[src/rtl/bcd_convert_seq.sv]
// Sequential binary-to-BCD converter (double dabble), one input bit per clock.
// Accept->done latency IN_WIDTH+1 cycles; start ignored while busy; results hold between conversions.
module bcd_convert_seq #(
  parameter  int IN_WIDTH   = 16,
  parameter  int NUM_DIGITS = 5,
  localparam int CNT_W      = $clog2(NUM_DIGITS + 1)
) (
  input  logic                    clk,
  input  logic                    rst_n,
  input  logic                    start,
  input  logic [IN_WIDTH-1:0]     number,
  input  logic                    is_signed,
  output logic                    busy,
  output logic                    done,
  output logic [4*NUM_DIGITS-1:0] digits_flat,
  output logic [CNT_W-1:0]        num_digits,
  output logic                    negative,
  output logic                    overflow
);

  localparam int BW   = 4 * NUM_DIGITS;
  localparam int BITW = $clog2(IN_WIDTH + 1);

  typedef enum logic [1:0] {
    S_IDLE   = 2'd0,
    S_SHIFT  = 2'd1,
    S_FINISH = 2'd2
  } state_t;

  state_t state_q, state_d;

  logic [IN_WIDTH-1:0] mag_q;
  logic [BW-1:0]       acc_q;
  logic [BITW-1:0]     cnt_q;
  logic                neg_q;
  logic                ovf_q;

  logic [BW-1:0]       digits_q;
  logic [CNT_W-1:0]    ndig_q;
  logic                negative_q;
  logic                overflow_q;
  logic                done_q;

  logic                load_en;
  logic                shift_en;
  logic                fin_en;
  logic [BW-1:0]       acc_adj;
  logic [CNT_W-1:0]    ndig_c;
  logic [IN_WIDTH-1:0] mag_in;
  logic                neg_in;

  always_ff @(posedge clk or negedge rst_n) begin
    if (!rst_n) begin
      state_q <= S_IDLE;
    end else begin
      state_q <= state_d;
    end
  end

  always_comb begin
    state_d = state_q;
    case (state_q)
      S_IDLE:   if (start) state_d = S_SHIFT;
      S_SHIFT:  if (cnt_q == BITW'(1)) state_d = S_FINISH;
      S_FINISH: state_d = S_IDLE;
      default:  state_d = S_IDLE;
    endcase
  end

  always_comb begin
    load_en  = 1'b0;
    shift_en = 1'b0;
    fin_en   = 1'b0;
    busy     = 1'b0;
    case (state_q)
      S_IDLE:   load_en = start;
      S_SHIFT:  begin shift_en = 1'b1; busy = 1'b1; end
      S_FINISH: begin fin_en = 1'b1;   busy = 1'b1; end
      default:  ;
    endcase
  end

  // Signed negative inputs are converted as their magnitude; the most negative value maps to 2^(IN_WIDTH-1).
  assign neg_in = is_signed & number[IN_WIDTH-1];
  assign mag_in = neg_in ? (~number + IN_WIDTH'(1)) : number;

  always_comb begin
    acc_adj = '0;
    for (int i = 0; i < NUM_DIGITS; i++) begin
      acc_adj[4*i +: 4] = (acc_q[4*i +: 4] >= 4'd5) ? (acc_q[4*i +: 4] + 4'd3) : acc_q[4*i +: 4];
    end
  end

  always_comb begin
    ndig_c = '0;
    for (int i = 0; i < NUM_DIGITS; i++) begin
      if (acc_q[4*i +: 4] != 4'd0) ndig_c = CNT_W'(i + 1);
    end
  end

  always_ff @(posedge clk or negedge rst_n) begin
    if (!rst_n) begin
      mag_q      <= '0;
      acc_q      <= '0;
      cnt_q      <= '0;
      neg_q      <= 1'b0;
      ovf_q      <= 1'b0;
      digits_q   <= '0;
      ndig_q     <= '0;
      negative_q <= 1'b0;
      overflow_q <= 1'b0;
      done_q     <= 1'b0;
    end else begin
      done_q <= fin_en;
      if (load_en) begin
        mag_q <= mag_in;
        acc_q <= '0;
        cnt_q <= BITW'(IN_WIDTH);
        neg_q <= neg_in;
        ovf_q <= 1'b0;
      end else if (shift_en) begin
        {acc_q, mag_q} <= {acc_adj[BW-2:0], mag_q, 1'b0};
        cnt_q          <= cnt_q - BITW'(1);
        if (acc_adj[BW-1]) ovf_q <= 1'b1;
      end
      if (fin_en) begin
        digits_q   <= acc_q;
        ndig_q     <= ndig_c;
        negative_q <= neg_q;
        overflow_q <= ovf_q;
      end
    end
  end

  assign done        = done_q;
  assign digits_flat = digits_q;
  assign num_digits  = ndig_q;
  assign negative    = negative_q;
  assign overflow    = overflow_q;

endmodule
[config.mk]
export PLATFORM = sky130hd
export DESIGN_NAME = bcd_convert_seq
export DESIGN_NICKNAME = d
export VERILOG_FILES = /design/src/rtl/bcd_convert_seq.sv
export SDC_FILE = /design/constraint.sdc
export NUM_CORES = 1
export LEC_CHECK = 0
export ABC_AREA = 1
export BUFFER_PORTS_ARGS = -buffer_cell sky130_fd_sc_hd__buf_4
export CORE_UTILIZATION = 25
export CTS_BUF_LIST = sky130_fd_sc_hd__clkbuf_4
export DETAILED_ROUTE_END_ITERATION = 12
export SYNTH_ARGS = -nofsm -noshare
export SYNTH_HDL_FRONTEND = slang
export SYNTH_SLANG_ARGS = --single-unit
[constraint.sdc]
create_clock -name clk -period 1.24 [get_ports clk]
set_input_delay 0.248 -clock clk [delete_from_list [all_inputs] [get_ports clk]]
set_output_delay 0.248 -clock clk [all_outputs]
set_load 0.02 [all_outputs]
======== Word level (Yosys, flattened, before mapping) ========
Cells that the tools add are included.
word-level totals
  flip-flop bits (word level) ............. 71
  output and inout port bits .............. 27
  logic and storage cells ................. 68
  bits of input ports ..................... 20
operators by class
  equality and inequality tests ........... 5
  reduce and logical (&&, ||, !) cells .... 11
  $lt $le $gt $ge ......................... 5
  muxes and demuxes ....................... 27
  bitwise operators ....................... 2
  $add $sub $neg .......................... 7
operator list
  kind                                                                                  number
  16-bit 2-to-1 mux                                                                     3
  20-bit 2-to-1 mux                                                                     2
  4-bit by 2-bit adder with 4-bit output (second input constant)                        5
  4-bit by 3-bit greater-or-equal comparator with 1-bit output (second input constant)  5
  4-bit 2-to-1 mux                                                                      5
  4-bit nonzero test                                                                    5
  16-bit by 1-bit adder with 16-bit output (second input constant)                      1
  16-bit NOT                                                                            1
  5-bit 2-to-1 mux                                                                      2
  1-bit 2-to-1 mux                                                                      8
  2-bit 2-to-1 mux                                                                      4
  3-bit 2-to-1 mux                                                                      2
  5-bit by 1-bit equality test with 1-bit output (second input constant)                1
  5-bit by 1-bit subtractor with 5-bit output (second input constant)                   1
  2-bit inequality test (second input constant)                                         2
  2-bit case mux with 2 select lines                                                    1
  2-bit AND reduction                                                                   2
  2-bit nonzero test                                                                    2
  2-bit by 1-bit equality test with 1-bit output (second input constant)                1
  2-bit equality test (second input constant)                                           1
  2-bit zero test                                                                       1
  2-bit OR reduction                                                                    1
  1-bit AND                                                                             1

======== Longest topological paths before layout ========
Gate-level depths: netlist (run 1).
  word-level depth ........................ 6
  mapped depth ............................ 10

======== Least setup slack after synthesis (run 1) ========
Ideal clock, no wire load.
  kind .................................... register -> register
  start point ............................. register acc_q[8]
  end point ............................... register acc_q[9]
  slack ................................... -0.108 ns
  setup time .............................. 0.127 ns
  required time ........................... 1.113 ns
  cell stages (with the launch flop) ...... 11
  arrival time ............................ 1.221 ns
  path through ............................ dfrtp_1 > inv_1 > ha_1 > inv_1 > or2_1 > nand2_1 > nand2_1 > inv_1 > nand2_1 > nand3_1 > o21ai_0
on the way
  longest elaborated chain between the ends .. 4
  elaborated cells between the ends (all ways) .. 5
  classes of those cells .................. 1 x add/sub; 1 x order compare; 3 x mux
RTL lines
  item                                                                                                                           RTL line  source
  start, declared                                                                                                                33        logic [BW-1:0] acc_q;
  start signal, assigned                                                                                                         122       {acc_q, mag_q} <= {acc_adj[BW-2:0], mag_q, 1'b0};
  4-bit by 2-bit adder with 4-bit output / 4-bit by 3-bit greater-or-equal comparator with 1-bit output (equally long branches)  90        acc_adj[4*i +: 4] = (acc_q[4*i +: 4] >= 4'd5) ? (acc_q[4*i +: 4] + 4'd3) : acc_q[4*i +: 4];
  4-bit 2-to-1 mux (*)                                                                                                           90
  20-bit 2-to-1 mux (*)                                                                                                          121       end else if (shift_en) begin
  20-bit 2-to-1 mux (*)                                                                                                          115       if (load_en) begin
Mark *: on every way between the ends. The rest lies on a longest branch, timed or not. The select of a mux whose other input is x is not followed.
A chain may end at the register's enable or synchronous reset.

======== Worst setup path in the final report (run 1) ========
  start point ............................. register state_q[1]
  end point ............................... output port busy
on the way
  longest elaborated chain between the ends .. 3
  elaborated cells between the ends (all ways) .. 4
  classes of those cells .................. 2 x eq/ne; 1 x mux; 1 x reduce/logical
RTL lines
  item                                                                                          RTL line  source
  start, declared                                                                               30        state_t state_q, state_d;
  start signal, assigned                                                                        56        state_q <= state_d;
  2-bit equality test / 2-bit by 1-bit equality test with 1-bit output (equally long branches)  75        case (state_q)
  2-bit OR reduction (no source line) (*)                                                       --
  1-bit 2-to-1 mux (*)                                                                          75
  end, declared                                                                                 13        output logic busy,
Mark *: on every way between the ends. The rest lies on a longest branch, timed or not.

==> metrics.md, run 1 <==
| Metric | Value |
|---|---|
| Unrepaired setup endpoints after global routing | true |
| Minimum period implied by the final worst setup slack | 1.51 ns |
| Largest fanout of any net on the critical path | 3 |
| Power per cell area | 2180 nW/um^2 |
| Total global-route track usage | 0.127 |
| Unique masters post-synth | 32 |
| Final Cycle Share | 1.21 |
| Average routed wire per standard cell | between 10 and 15 um |
| I/O pin total | 47 |
| Sw Share | 0.414 |
| Ys async rst share | 1.00 |
| Part of the total power dissipated in sequential elements | 0.260 |
| Share of the synthesized area in the top cell type | 0.468 |
| Die Width | 125 um |
| Remaining routing DRC violations | 8 |
| Tightest Pin Transition | 0.381 ns |
| Final count of negative-setup-slack endpoints | 70 |
| Worst endpoint data arrival time | 1.26 ns |
| Worst vdd ir | 884 uV |
| Number of maximum-capacitance constraint violations | 0 |
| Global-route wire length before repair | around 16000 um |
| Routability Congestion | just over 0.8 |
| Floorplan Core Area | 14700 um^2 |
| H-tree lvl count | 3 |
| Number of endpoints with negative hold slack in the final report | 0 |
| Detailed-routing iteration count for the pre-antenna-repair pass | 8 |
| Vias | 3604 |
| Relative area change from synthesis to final layout | 62.8% |
| Number of pins with negative max-slew slack in the final report | 0 |
| Die area | 15700 um^2 |
| Post-Route WL | between 10000 and 15000 um |
| Antenna violations before repair | 0 |
| Residual antenna-violating net count after detailed routing | 0 |
| Power share of the combinational group | 0.633 |
| Leak | ~3.0 nW |
| Most frequent cells in the layout | 94 x sky130_fd_sc_hd__buf_4, 83 x sky130_fd_sc_hd__nand2_1, 71 x sky130_fd_sc_hd__dfrtp_1, 46 x sky130_fd_sc_hd__inv_1, 39 x sky130_fd_sc_hd__buf_6 |
| Top achievable clock speed | 664 MHz |
| Cell type contributing the most total cell area after synthesis | sky130_fd_sc_hd__dfrtp_1 |
| Initial detailed-routing violation count | 134 |
| #FFs+latches synth | 71 |
| Critical path required time | 0.99 ns |
| Headroom to the max-slew limit | 0.746 |
| Top cells by area in the synthesized netlist | sky130_fd_sc_hd__dfrtp_1 47%, sky130_fd_sc_hd__nand2_1 11%, sky130_fd_sc_hd__o21ai_0 7.2%, sky130_fd_sc_hd__ha_1 6.3%, sky130_fd_sc_hd__inv_1 6.1% |
| Half-perimeter wire length of the detailed placement result | around 6300 um |
| Grt total ovfl | 0 |
| Y dimension of the die | 125 um |
| Switching power of the nets | 5.60 mW |
| Register clock-pin slew on the reported worst setup and hold paths | 0.11 ns |
| Layout Skew | 0.00888 ns |
| Number of rows created at floorplan | 44 |
| Primary FF master, synth | sky130_fd_sc_hd__dfrtp_1 |
| Total power draw | around 14 mW |
| CTS tree | done |
| Root buffer cell | sky130_fd_sc_hd__clkbuf_4 |
| Hold Crit Start | number[14] |
| Post-synthesis sequential area ratio | 0.468 |
| Flop2flop setup slack | -0.24 ns |
| Hold Path Class | input port to register |
| Synthesized area | ~3800 um^2 |
| Setup Crit Path Kind | register to output pin |
| Most frequent standard cell in the layout excluding fill and tap cells | sky130_fd_sc_hd__buf_4 |
| Initial core utilization | 0.259 |
| Reg-to-reg critical path startpoint | state_q[1] |
| Number of CTS-inserted buffers | 9 |
| Antenna Cells | 0 |
| Source of the critical timing path | state_q[1] |
| Synth Warn # | 0 |
| Largest net degree at the start of global routing | 72 |
| Internal Dissipation | 7.91 mW |
| Filler Cell Count | between 1000 and 1500 |
| Part of the total power dissipated in the clock network | 0.107 |
| Crit. End Element | output pin |
| Vias in the first global route | around 3500 |
| Count of buffers from port buffering | 46 |
| Pre-CTS worst setup slack | -0.326 ns |
| Startpoint types | register |
| Proportion of layout cells with a drive suffix above 1 | 0.481 |
| EDFF count, synth | 0 |
| Worst skew pair latency | between 0.4 and 0.5 ns |
| Clock tree sinks | slightly above 70 |
| Mean number of vias per cell | between 4 and 5 |
| Synth Net Count | 505 |
| Gate Count Post-Synth | about 470 |
| Run status | finished, violations left |
| Smallest setup slack after layout | -0.266 ns |
| Avg Synthesized Cell Area | 8.15 um^2 |
| Maximum count of clock buffers along a single path | 2 |
| Total number of nets in the final design | 653 |
| Violations in the final reports | DRC, setup timing |
synthesized netlist by cell type, drive strengths merged (5+ instances only):
cell	number
o22ai	16
clkbuf	5
o21ai	57
nor2	27
dfrtp	71
nand2	119
ha	19
a21oi	19
buf	8
inv	67
xor2	9
o211ai	6
nand3	33
kinds of logic after synthesis:
group	after synthesis	share of synthesized area
compound gates	103	0.152
fa+ha+maj	19	0.0626
flops	71	0.468
buf+inv	80	0.0896
xor+xnor	9	0.0207
simple gates	184	0.207
layer usage:
metal,vias up,global-route usage,wire length (um)
met4,0,0.0380,218
met3,15,0.0252,326
met2,65,0.220,5470
li1,1815,-,-
met5,-,0,0
met1,1709,0.160,4500
registers in the layout (all words and copies together), names as in the netlist:
register	count
acc_q	20
digits_flat	20
mag_q	16
cnt_q	5
num_digits	3
state_q	2
done	1
neg_q	1
negative	1
overflow	1
ovf_q	1
stage by stage:
stage / area, um^2 / util / setup TNS [ns] / hold WS, ns / std cells
2_1_floorplan: 3830 / - / -0.233 / -0.0476 / 466
3_3_place_gp: 4700 / 0.320 / -5.62 / 0.289 / 729
3_5_place_dp: 4700 / 0.320 / -8.83 / 0.292 / 729
4_1_cts: 5490 / 0.373 / -9.33 / 0.101 / 774
5_1_grt: 6190 / 0.421 / -13.64 / 0.143 / 803
6_report: 6190 / 0.421 / -9.48 / 0.114 / 803
timing repair:
action,CTS,global route
endpoints found under the setup margin,86,92
cloned,3,5
gates resized for setup,115,129
pin swaps,8,35
buffers inserted,25,31
hold buffers,1,0
hold endpoints to repair,71,0
final cells by class:
class / instances / area [um^2] / area share
Multi-Input combinational cell: 315 / 2280 / 0.368
Inverter: 67 / 288 / 0.0465
Tap cell: 184 / 230 / 0.0372
Clock buffer: 11 / 82.6 / 0.0133
Sequential cell: 71 / 1780 / 0.287
Clock inverter: 5 / 48.8 / 0.00789
Timing Repair Buffer: 150 / 1490 / 0.240
path summary, 6_finish.rpt:
check	cells past startpoint	endpoint
setup / recovery	3	busy
hold / removal	4	mag_q[14]
setup reg to reg	8	cnt_q[3]
hold reg to reg	2	overflow
max in group asynchronous	3	cnt_q[4]
min in group asynchronous	3	digits_flat[5]
worst max-delay path, cell delays in order (launching register included):
cell and delay [ns]:
sky130_fd_sc_hd__dfrtp_1 0.41, sky130_fd_sc_hd__inv_2 0.10, sky130_fd_sc_hd__ha_4 0.21, sky130_fd_sc_hd__buf_6 0.13
power by group through the flow:
stage          Clock, mW  Sequential [mW]  Combinational [mW]
5_1_grt             1.58             3.59                9.20
3_3_place_gp           0             3.40                4.49
2_1_floorplan          0             3.59                2.70
3_5_place_dp           0             3.44                4.62
6_report            1.45             3.51                8.55
4_1_cts             1.49             3.44                6.77
Power figures use the tool's default switching activity.
==> run 2: changes to the inputs <==
Settings changed: ABC_AREA 1 to 0.
==> metrics.md, run 2 <==
| Metric | Value |
|---|---|
| Remaining routing DRC violations | 0 (-8) |
| Filler Cell Count | 1327 (-5.3%) |
| Total number of nets in the final design | 597 (-8.6%) |
| Antenna violations before repair | 0 (unchanged) |
| Pre-CTS worst setup slack | -0.686 ns (-0.360 ns) |
| Worst endpoint data arrival time | 1.30 ns (+0.04 ns) |
| Total global-route track usage | 0.145 (+0.0174) |
| Synthesized area | 3790 um^2 (-0.33%) |
| Setup Crit Path Kind | register to output pin |
| Total power draw | 14.0 mW (+3.6%) |
| H-tree lvl count | 3 (unchanged) |
| Worst hold margin | 0.0205 ns (-0.0939 ns) |
| Synth Warn # | 0 (unchanged) |
| Post-synthesis sequential area ratio | 0.469 (+0.00154) |
| Number of pins with negative max-slew slack in the final report | 0 (unchanged) |
| Residual antenna-violating net count after detailed routing | 0 (unchanged) |
| Final count of negative-setup-slack endpoints | 74 (+5.7%) |
| Synth Net Count | 401 (-21%) |
| Critical path required time | 0.99 ns (about the same) |
| Depth of the worst register-to-register path | 7 (-1) |
| Post-route cell area | 6770 um^2 (+9.4%) |
| Most frequent standard cell in the layout excluding fill and tap cells | sky130_fd_sc_hd__buf_4 |
| Largest fanout of any net on the critical path | 3 (unchanged) |
| Top achievable clock speed | 645 MHz (-2.9%) |
| Maximum count of clock buffers along a single path | 2 (unchanged) |
| Worst hold path endpoint | mag_q[15] |
| Proportion of layout cells with a drive suffix above 1 | 0.642 (+0.161) |
| Startpoint types | register |
| Top cells by area in the synthesized netlist | sky130_fd_sc_hd__dfrtp_1 47%, sky130_fd_sc_hd__mux2_2 9.8%, sky130_fd_sc_hd__ha_1 6.3%, sky130_fd_sc_hd__a21oi_1 3.6%, sky130_fd_sc_hd__xnor2_1 3.5% |
| Register clock-pin slew on the reported worst setup and hold paths | 0.12 ns (about the same) |
| Power per cell area | 2070 nW/um^2 (-5.3%) |
| Most frequent cell after synthesis | sky130_fd_sc_hd__dfrtp_1 |
| Cell type contributing the most total cell area after synthesis | sky130_fd_sc_hd__dfrtp_1 |
| Hold Crit Start | is_signed |
| Violations in the final reports | setup timing |
| Gate Count Post-Synth | 362 (-22%) |
| Mean number of vias per cell | 4.57 (+1.9%) |
| Tightest Pin Transition | 0.429 ns (+0.0481 ns) |
| Root buffer cell | sky130_fd_sc_hd__clkbuf_4 |
| Antenna Cells | 0 (unchanged) |
| Final Cycle Share | 1.25 (+0.0358) |
| Cells after DPL | 669 (-8.2%) |
| Post-Route WL | 10700 um (+1.5%) |
| Sum of negative setup slack | -13.90 ns (-4.43 ns) |
| Number of endpoints with negative hold slack in the final report | 0 (unchanged) |
| Count of buffers from port buffering | 46 (unchanged) |
| Minimum period implied by the final worst setup slack | 1.55 ns (+0.0444 ns) |
| Global-route wire length before repair | 18000 um (+10%) |
| Number of CTS-inserted buffers | 9 (unchanged) |
| Avg Synthesized Cell Area | 10.5 um^2 (+28%) |
| Reg-to-reg endpoint | acc_q[18] |
| Largest net degree at the start of global routing | 33 (-54%) |
| Worst skew pair latency | 0.44 ns (+0.02 ns) |
| Primary FF master, synth | sky130_fd_sc_hd__dfrtp_1 |
| EDFF count, synth | 0 (unchanged) |
| Leak | 3.07 nW (+2.5%) |
| Area post-placement | 5560 um^2 (+18%) |
| Flop2flop setup slack | -0.28 ns (-0.04 ns) |
| Detailed-routing iteration count for the pre-antenna-repair pass | 7 (-1) |
| Vias | 3411 (-5.4%) |
| Clock tree sinks | 71 (unchanged) |
| Headroom to the max-slew limit | 0.713 (-0.0328) |
| Vias in the first global route | 3771 (+8.8%) |
| Routability Congestion | 0.845 (+4.0%) |
| Reg-to-reg critical path startpoint | acc_q[16] |
| Relative area change from synthesis to final layout | 78.8% |
| Grt total ovfl | 0 (unchanged) |
| Util after Layout | 0.462 (+0.0414) |
| I/O pin total | 47 (unchanged) |
| CTS tree | done |
| Die Width | 125 um (-0.16%) |
| Initial core utilization | 0.259 (about the same) |
| Die area | 15600 um^2 (-0.32%) |
| Average routed wire per standard cell | 14.3 um (+9.3%) |
| Hold Path Class | input port to register |
| Unique masters post-synth | 39 (+22%) |
| Finished Layout Cells | 746 (-7.1%) |
| Smallest setup slack after layout | -0.311 ns (-0.0444 ns) |
| Layout Skew | 0.0163 ns (+0.00746 ns) |
| Run status | finished, violations left |
| Initial detailed-routing violation count | 133 (-0.75%) |
| Leading post-synthesis cells by instance count | 71 x sky130_fd_sc_hd__dfrtp_1, 33 x sky130_fd_sc_hd__mux2_2, 27 x sky130_fd_sc_hd__a21oi_1, 23 x sky130_fd_sc_hd__o21ai_0, 21 x sky130_fd_sc_hd__nor2_1 |
| Worst vdd ir | 961 uV (+8.6%) |
| Number of rows created at floorplan | 44 (unchanged) |
| Half-perimeter wire length of the detailed placement result | 7010 um (+11%) |
| Most frequent cells in the layout | 134 x sky130_fd_sc_hd__buf_4, 71 x sky130_fd_sc_hd__dfrtp_1, 49 x sky130_fd_sc_hd__buf_6, 30 x sky130_fd_sc_hd__mux2_4, 17 x sky130_fd_sc_hd__nor2_1 |
| Ys async rst share | 1.00 (unchanged) |
| WHS Path Cells | 2 (-2) |
| #FFs+latches synth | 71 (unchanged) |
| Share of the synthesized area in the top cell type | 0.469 (+0.00154) |
| Floorplan Core Area | 14600 um^2 (-0.37%) |
| Number of maximum-capacitance constraint violations | 0 (unchanged) |
| Y dimension of the die | 125 um (-0.16%) |
| Crit. End Element | output pin |
| Unrepaired setup endpoints after global routing | true |
[run 2: report_power, final]
| part | switching, mW | internal [mW] | leakage [nW] |
|---|---|---|---|
| Combinational | 3.76 | 5.15 | 2.07 |
| Sequential | 0.549 | 3.04 | 0.928 |
| Clock | 0.856 | 0.643 | 0.0727 |
[run 2: cell type report]
type                    count  area, um^2  share of cell area
clock inverters             4        47.5             0.00702
multi-input cells         258        2650               0.391
well taps                 184         230              0.0340
repair buffers            201        1920               0.284
flip-flops and latches     71        1780               0.262
clock buffers              11        82.6              0.0122
inverters                  17        63.8             0.00943
[run 2: cells by family (layout without fill, tap and decap cells)]
group / count (synthesis) / after routing / share of synthesized area
buffers and inverters: 33 / 233 / 0.0327
AOI/OAI and AO/OA: 81 / 81 / 0.128
adders and majority gates: 19 / 19 / 0.0628
and+or+nand+nor: 97 / 97 / 0.144
DFF: 71 / 71 / 0.469
xor gates and xnor gates: 25 / 25 / 0.0578
muxes: 36 / 36 / 0.106
[run 2: worst max path at each step]
stage	from	to	slack, ns	depth (start not counted)
4_1_cts	state_q[1]	busy	-0.31	3
5_1_grt	state_q[1]	busy	-0.37	3
3_5_place_dp	number[10]	mag_q[15]	-0.69	5
3_3_place_gp	number[10]	mag_q[15]	-0.67	5
2_1_floorplan	number[10]	mag_q[15]	-0.53	4
6_report	state_q[1]	busy	-0.31	3
[run 2: timing repair]
action / in CTS / in global routing
cloned: 6 / 2
hold buffers: 1 / 0
setup endpoints to repair: 96 / 97
hold endpoints to repair: 71 / 0
resized for setup: 109 / 28
pin swaps: 28 / 15
buffers inserted: 47 / 14
[run 2: layer usage]
layer | vias to the layer above | track usage | share of wire
li1 | 1674 | - | -
met1 | 1667 | 0.176 | 0.46
met2 | 60 | 0.253 | 0.50
met3 | 10 | 0.0325 | 0.027
met4 | 0 | 0.0438 | 0.012
met5 | - | 0 | 0
[run 2: worst max-delay path: stages (launching register included)]
cell	delay (ns)
sky130_fd_sc_hd__dfrtp_1	0.41
sky130_fd_sc_hd__inv_2	0.11
sky130_fd_sc_hd__ha_4	0.21
sky130_fd_sc_hd__buf_6	0.12
